==> src/rtl/note_lane_vga.sv <==
// note_lane_vga: per-lane scrolling note-history renderer for the VGA pixel pipe.
// Each lane keeps a HIST_DEPTH-row bit history. Newest data enters at the bottom
// row and moves up one row per scroll tick. The history is drawn as vertical bars
// over a pitch-dependent gradient, and the pixel leaves through one register stage.
// Optional feature macro: HIT_LINE_EN adds a two-row hit line just below the history.
// HIST_DEPTH must be at least 2.
module note_lane_vga #(
    parameter int unsigned NUM_LANES     = 7,
    parameter int unsigned LANE_X0       = 112,
    parameter int unsigned LANE_PITCH    = 64,
    parameter int unsigned LANE_WIDTH    = 32,
    parameter int unsigned HIST_DEPTH    = 384,
    parameter int unsigned SCROLL_PERIOD = 100000,
    parameter logic [23:0] BLOCK_COLOR   = 24'h000000
) (
    input  logic                 vga_clk,
    input  logic                 rst_n,
    input  logic [9:0]           pos_x,
    input  logic [9:0]           pos_y,
    input  logic [NUM_LANES-1:0] note,
    input  logic [1:0]           shift,
    input  logic                 pause,
    input  logic                 clear,
    output logic [23:0]          pos_data,
    output logic                 scroll_tick
);

    localparam int unsigned CNT_W  = (SCROLL_PERIOD > 1) ? $clog2(SCROLL_PERIOD) : 1;
    localparam int unsigned HIDX_W = (HIST_DEPTH > 1) ? $clog2(HIST_DEPTH) : 1;
    localparam logic [23:0] HIT_IDLE_COLOR = 24'h808080;

    logic [CNT_W-1:0]     r_cnt;
    logic                 w_at_end;
    logic                 w_wrap;
    logic [31:0]          w_px;
    logic [31:0]          w_py;
    logic [HIDX_W-1:0]    w_row;
    logic [NUM_LANES-1:0] w_lane_hit;
    logic [NUM_LANES-1:0] w_lane_bar;
    logic                 w_any_hit;
    logic                 w_bar;
    logic                 w_in_hist;
    logic [7:0]           w_t;
    logic [23:0]          w_bg;
    logic [23:0]          w_pix;
    logic [23:0]          r_pos_data;
    logic                 r_tick;

    // A scroll step happens only on an unpaused, uncleared counter wrap
    assign w_at_end = (r_cnt == CNT_W'(SCROLL_PERIOD - 1));
    assign w_wrap   = w_at_end & ~pause & ~clear;

    // Scroll tick counter: clear restarts it, pause freezes it
    always_ff @(posedge vga_clk or negedge rst_n) begin
        if (!rst_n) begin
            r_cnt <= CNT_W'(0);
        end else if (clear) begin
            r_cnt <= CNT_W'(0);
        end else if (!pause) begin
            if (w_at_end) begin
                r_cnt <= CNT_W'(0);
            end else begin
                r_cnt <= r_cnt + CNT_W'(1);
            end
        end
    end

    assign w_px  = 32'(pos_x);
    assign w_py  = 32'(pos_y);
    assign w_row = HIDX_W'(pos_y);

`ifdef HIT_LINE_EN
    logic [NUM_LANES-1:0] w_lane_note;
`endif

    for (genvar g = 0; g < NUM_LANES; g++) begin : g_lane
        localparam int unsigned BASE = LANE_X0 + g * LANE_PITCH;

        logic [HIST_DEPTH-1:0] r_lane_hist;
        logic                  r_cap;
        logic                  w_note_bit;

        // Lane 0 is the leftmost lane and is fed by the note MSB
        assign w_note_bit = note[NUM_LANES-1-g];

        // Sticky capture and history shift; clear outranks both
        always_ff @(posedge vga_clk or negedge rst_n) begin
            if (!rst_n) begin
                r_lane_hist <= '0;
                r_cap       <= 1'b0;
            end else if (clear) begin
                r_lane_hist <= '0;
                r_cap       <= 1'b0;
            end else if (w_wrap) begin
                r_lane_hist <= {r_cap | w_note_bit, r_lane_hist[HIST_DEPTH-1:1]};
                r_cap       <= 1'b0;
            end else begin
                r_cap <= r_cap | w_note_bit;
            end
        end

        // Unsigned column test: columns left of the lane never hit
        assign w_lane_hit[g] = (w_px >= BASE) && ((w_px - BASE) < LANE_WIDTH);
        assign w_lane_bar[g] = w_lane_hit[g] & r_lane_hist[w_row];
`ifdef HIT_LINE_EN
        assign w_lane_note[g] = w_lane_hit[g] & w_note_bit;
`endif
    end

    // At most one lane hits, so an OR-reduction gives the selected lane's data
    assign w_any_hit = |w_lane_hit;
    assign w_bar     = |w_lane_bar;
    assign w_in_hist = (w_py < HIST_DEPTH);

    // Gradient level: (y*2/3 - 1) in 11-bit arithmetic, low byte kept
    assign w_t = 8'(((11'(pos_y) << 1) / 11'd3) - 11'd1);

    // Background colour by pitch mode
    always_comb begin
        w_bg = 24'hFFFFFF;
        case (shift)
            2'b10:   w_bg = {w_t, w_t, 8'hFF};
            2'b01:   w_bg = {8'hFF, w_t, w_t};
            default: w_bg = 24'hFFFFFF;
        endcase
    end

    // Pixel select: bar over background, plus the optional hit line
    always_comb begin
        w_pix = w_bg;
        if (w_any_hit && w_in_hist && w_bar) begin
            w_pix = BLOCK_COLOR;
        end
`ifdef HIT_LINE_EN
        if (w_any_hit && ((w_py == HIST_DEPTH) || (w_py == HIST_DEPTH + 1))) begin
            w_pix = (|w_lane_note) ? BLOCK_COLOR : HIT_IDLE_COLOR;
        end
`endif
    end

    // Output register stage for pixel and tick pulse
    always_ff @(posedge vga_clk or negedge rst_n) begin
        if (!rst_n) begin
            r_pos_data <= 24'h000000;
            r_tick     <= 1'b0;
        end else begin
            r_pos_data <= w_pix;
            r_tick     <= w_wrap;
        end
    end

    assign pos_data    = r_pos_data;
    assign scroll_tick = r_tick;

endmodule

==> config.mk <==
export PLATFORM = sky130hd
export DESIGN_NAME = note_lane_vga
export DESIGN_NICKNAME = d
export VERILOG_FILES = /design/src/rtl/note_lane_vga.sv
export SDC_FILE = /design/constraint.sdc
export NUM_CORES = 2
export LEC_CHECK = 0
export CORE_MARGIN = 2
export CORE_UTILIZATION = 57
export CTS_BUF_LIST = sky130_fd_sc_hd__clkbuf_4 sky130_fd_sc_hd__clkbuf_8
export DETAILED_ROUTE_END_ITERATION = 12
export PLACE_DENSITY = 0.73
export REMOVE_ABC_BUFFERS = 1
export SLEW_MARGIN = 40
export SYNTH_ARGS = -nofsm -noshare
export SYNTH_HDL_FRONTEND = slang
export SYNTH_SLANG_ARGS = --single-unit
==> constraint.sdc <==
create_clock -name vga_clk -period 3.1 [get_ports vga_clk]
set_clock_uncertainty 0.05 [all_clocks]
set_input_delay 0.62 -clock vga_clk [delete_from_list [all_inputs] [get_ports vga_clk]]
set_output_delay 0.62 -clock vga_clk [all_outputs]
set_load 0.01 [all_outputs]
# --- After elaboration in Yosys (flattened, before gate mapping) ---
# Cells that the tools add are included.
# Widths: inputs -> output; s select.
totals:
  out_inout_bits: 25
  romBits: 0
  latch_bits: 0
  mem_bits_rw: 0
  word_cells: 124
  in_bits: 33
  reg_bits: 2737
  memories: 0
classes:
  add_sub_neg: 9
  shift: 0
  bitwise: 18
  mul: 0
  n_reduce_logical: 12
  magnitude_cmp: 16
  muxes: 47
  eq_ne: 4
  div_mod_pow: 1
ops:
  columns: ["cell", "count"]
  rows:
  - ["$mux 384", 14]
  - ["$lt 32x6->1 const B", 7]
  - ["$bmux 1 s9", 7]
  - ["$mux 17", 3]
  - ["$pmux 24 s2", 1]
  - ["$sub 10x9->11 const B", 4]
  - ["$ge 10x9->1 const B", 4]
  - ["$mux 24", 1]
  - ["$sub 10x8->11 const B", 2]
  - ["$mux 1", 21]
  - ["$ge 10x8->1 const B", 2]
  - ["$add 17x1->17 const B", 1]
  - ["$eq 17x17->1 const B", 1]
  - ["$reduce_or 7->1", 2]
  - ["$div 11x2->11 const B", 1]
  - ["$sub 10x7->11 const B", 1]
  - ["$ge 10x7->1 const B", 1]
  - ["$lt 10x9->1 const B", 1]
  - ["$lt 9x10->1 const B", 1]
  - ["$and 1x1->1", 9]
  - ["$logic_and 1x1->1", 9]
  - ["$sub 8x1->8 const B", 1]
  - ["$or 1x1->1", 7]
  - ["$eq 2x1->1 const B", 1]
  - ["4 further kinds", 5]

# --- Logic depth before layout (Yosys ltp) ---
depth:
  ltp_word: 7
  mapped_depth: 23
  mapped_depth_nobuf: 18

# --- Least setup slack after synthesis ---
# Ideal clock, no wire load.
synth_path:
  path_kind: "input to register"
  startpoint: "input port pos_y[8]"
  endpoint: "register r_pos_data[22] (netlist: pos_data[22])"
  path_stages: 21
  arrival_time_ns: 4.895
  n_path_buf: 3
  setup_ns: 0.095
  setup_slack_ns: -1.940
  t_required_ns: 2.955
  path_cell_list: "buf_2 buf_2 or3b_2 o211a_1 o22ai_2 nor2_1 a31o_1 nor4_4 xnor2_1 ha_1 nand2_1 or3_1 a21oi_1 or2_2 ha_1 buf_1 and4_1 o31a_1 mux2i_1 o21ai_0 o32ai_2"
synth_via:
  elab_chain_len: 6
  word_cells_on_any_way: 29
  classes_between: "1 x add/sub; 1 x div; 1 x order compare; 16 x mux; 7 x bitwise; 3 x reduce/logical"
synth_lines:
  columns: ["element", "line_no", "source"]
  rows:
  - ["from (decl)", "19", "input logic [9:0] pos_y,"]
  - ["branches (longest 5 deep; another with $div 11x2->11)", null, null]
  - ["$mux 24 *", "131", "if (w_any_hit && w_in_hist && w_bar) begin"]
  - ["named net w_pix[22]", "45", "logic [23:0] w_pix;"]
  - ["to (signal assigned)", "147", "r_pos_data <= w_pix;"]
  - ["to (decl)", "46", "logic [23:0] r_pos_data;"]
# Mark *: on every way through the listed nets, which the timed path passes. The select of a mux whose other input is x is not followed.
# A chain may end at the register's enable or synchronous reset.

# --- Worst setup path after layout ---
layout_path:
  startpoint: "input port pos_y[9]"
  endpoint: "register r_pos_data[4] (netlist: pos_data[4])"
layout_via:
  elab_chain_len: 4
  word_cells_on_any_way: 7
  classes_between: "1 x add/sub; 1 x div; 1 x order compare; 2 x mux; 2 x reduce/logical"
layout_lines:
  columns: ["element", "line_no"]
  rows:
  - ["$div 11x2->11 or $lt 10x9->1 (tied branches)", "116, 113"]
  - ["$sub 8x1->8 or $logic_and 1x1->1 (tied branches)", "116, 131"]
  - ["$pmux 24 s2 or $logic_and 1x1->1 (tied branches)", "121, 131"]
  - ["$mux 24 *", "131"]
  - ["named net w_pix[4]", "45"]
# Mark *: on every way through the listed nets, which the timed path passes. The rest lies on a longest branch.

==> results.cfg <==
[place]
place_congestion = 0.917
port_buffers = 53
placed_area_sq_mm = 0.131
dpl.cell_count = 11534
hpwl_mm = 214

[cts]
cts_tree = built
clock_latency_ns = 1.12
h-tree-depth = 5
cts_sinks = 2737
clk_pin_slew_worst_paths_ns = 0.07
cts_buffer_depth = 4
numCtsBuffers = 450
cts_root_buffer = clkbuf_8

[worst_hold_path]
hold_path_startpoint = note[0]
worstHoldPathType = input pin to register

[synth]
synth_edf_count = 0
synth-seq-area-share_pct = 57.3
synth-seq-cells = 2737
ys_warn_count = 0
syn_area_sq_mm = 0.119
synthArstFlopShare_pct = 100
synth_ff_type = dfrtp_1
ys_types = 92
syn_inst = 8380
avgSynthCellArea_sq_um = 14.3

[routing]
vias_per_cell = 6.84
drt_iter0_drc = 8840
drc = 0
wl_per_cell_um = 26.7
wl_met3_mm = 23.2
met1_length_mm = 138
top_layer = met5
vias = 84652
wirelength_mm = 330
dr.pass1.iters = 8
dr_wl_met2_mm = 154
ant_nets = 0

[critical_path]
critPathKind = input pin to register
reg2reg_from = g_lane[3].r_lane_hist[108]
crit_path_start = pos_y[9]
critPathLaunchType = input pin
critPathMaxFanout = 5
cp-end-kind = register
crit_arrival_ns = 4.66
crit_required_ns = 4.04

[global_routing]
grt_pass1_vias = 84782
grt_usage_pct = 31.2
grt_pass1_wl_mm = 517
grt_max_degree = 175
grt-ovfl-total = 0
antenna_found_initial = 17

[sta]
drv_slew = 0
final.min_clock_period_ns = 3.72
max_freq_mhz = 269
setup_violations = 24
rsz0062_at_grt = yes
post-route-period-util_pct = 120
max_slew_margin_pct = 49.3
hold_violations = 0
worst_pin_slew_ns = 0.741
fin_ws_ns = -0.618
fin_setup_tns_ns = -8.78

[cells_and_area]
area_growth_pct = 18.5
num-fill-cells = 14402
finalCoreUtilization_pct = 67.7
design_area_sq_mm = 0.141
fin_cells = 12374
layout-drive-gt1-share_pct = 28.7
nets = 9257

[power_and_ir_drop]
pwr-share-comb_pct = 6.9
clockPowerShare_pct = 45.4
ir_drop_v = 0.000532
p_total_w = 0.0753
switchingPower_w = 0.0180
power.internal_w = 0.0572
power_frac_seq_pct = 47.7
swShare_pct = 24.0
leakage_nw = 66.4
power_density_mw_per_mm2 = 532

[outcome]
status = complete, but fails checks
violations = negative setup slack

[die]
chipWidth_um = 462
core_sq_mm = 0.209
ios = 58
dieArea_sq_mm = 0.213
die_y_um = 462
start_util_pct = 57.2
placement_rows = 168

[job]
max-cap-violations = 0
## logic make-up after synthesis
group,share of synthesized area (%)
flops,57.3
mux,13.9
compound gates,23.0
xor+xnor,0.169
buf+inv,3.42
simple gates,2.11
fa+ha+maj,0.0628
## final timing paths
path,end,slack [ns],depth (start not counted)
max in group asynchronous,g_lane[6].r_lane_hist[71],1.07,4
min in group asynchronous,g_lane[4].r_lane_hist[235],0.58,3
worst max register to register,pos_data[9],-0.30,12
worst min register to register,g_lane[3].r_lane_hist[285],0.42,1
worst min-delay path,g_lane[6].r_cap,0.10,3
worst max-delay path,pos_data[4],-0.62,22
## cell usage in the layout, fill, tap and decap left out, types with 99 or more instances in the layout
cell type  netlist  layout
a22o_1        2686    2686
mux2i_1        322     318
nand2_1        219     219
mux4_2         583     584
clkbuf_8         0     583
clkbuf_4         0     143
a22oi_1        100      99
dfrtp_1       2737    2737
buf_12           1     179
buf_4           65    1035
## registers in the layout, summed over array words and instances, names as in the netlist
name and flops:
scroll_tick 1, pos_data 24, g_lane.r_lane_hist 2688, g_lane.r_cap 7
r_cnt 17
## metrics by stage
stage	hold slack, ns	worst slack [ns]
CTS	0.0258	-0.567
global placement	0.413	-2.21
floorplan	0.274	-85.18
detailed placement	0.411	-2.24
finish	0.104	-0.618
global route	0.0609	-0.758
## layout make-up
cell class / count / area (sq um) / share of cell area [%]
Antenna cell: 8 / 20.0 / 0.0141
Sequential cell: 2737 / 68500 / 48.4
Clock inverter: 69 / 728 / 0.515
Timing Repair Buffer: 1281 / 12200 / 8.59
Clock buffer: 726 / 9100 / 6.43
Multi-Input combinational cell: 4731 / 47400 / 33.5
Tap cell: 2805 / 3510 / 2.48
Inverter: 17 / 81.3 / 0.0575
## critical path, cell delays in order
cell and delay [ns]:
buf_12 0.12, buf_12 0.15, or4bb_4 0.57, a21oi_4 0.16
o22ai_2 0.10, and2_4 0.17, a31o_4 0.24, nor4_4 0.34
xnor2_1 0.16, ha_2 0.20, nand2_1 0.05, or3_1 0.32
a21oi_2 0.18, or2_4 0.16, ha_4 0.12, buf_4 0.10
buf_6 0.10, a21oi_1 0.06, a221o_1 0.38, a21o_1 0.22
nand4_1 0.07, o21ai_1 0.09
## synth_stat cells (14+ instances only)
master	number	area share, %
a211oi_1	26	0.16
a21oi_1	87	0.36
a221oi_1	35	0.26
a22o_1	2686	20
a22oi_1	100	0.63
a31oi_1	37	0.19
a32oi_1	14	0.10
and2_1	16	0.084
buf_1	30	0.094
buf_2	104	0.44
buf_4	65	0.41
buf_6	33	0.31
clkbuf_1	660	2.1
dfrtp_1	2737	57
inv_1	15	0.047
mux2_2	14	0.13
mux2i_1	322	2.7
mux4_2	583	11
nand2_1	219	0.69
nand2b_1	18	0.094
nand3_1	57	0.24
nand4_1	24	0.13
nor2_1	97	0.30
nor2b_1	17	0.089
nor3_1	23	0.096
o21ai_0	78	0.33
o22ai_1	29	0.15
xor2_1	17	0.12
## power groups by stage
stage               clock (W)  combinational, W  sequential (W)
detailed placement          0           0.00492          0.0366
global route           0.0364           0.00550          0.0359
floorplan                   0           0.00148          0.0365
CTS                    0.0347           0.00511          0.0359
global placement            0           0.00487          0.0366
finish                 0.0342           0.00518          0.0359
## routing by layer
| layer | up-vias | global-route usage [%] |
|---|---|---|
| met5 | - | 0 |
| met1 | 44997 | 45.0 |
| met4 | 8 | 14.0 |
| met3 | 763 | 5.46 |
| li1 | 35332 | - |
| met2 | 3552 | 46.9 |
## what timing repair did
| action | 4_1_cts | 5_1_grt |
|---|---|---|
| hold buffers | 6 | 0 |
| gates resized for setup | 103 | 27 |
| gates cloned | 5 | 0 |
| pin swaps | 40 | 31 |
| setup buffers | 32 | 8 |
| setup endpoints to repair | 24 | 24 |
| hold endpoints to repair | 1255 | 0 |
No activity file was read; power rests on OpenSTA's default activity.
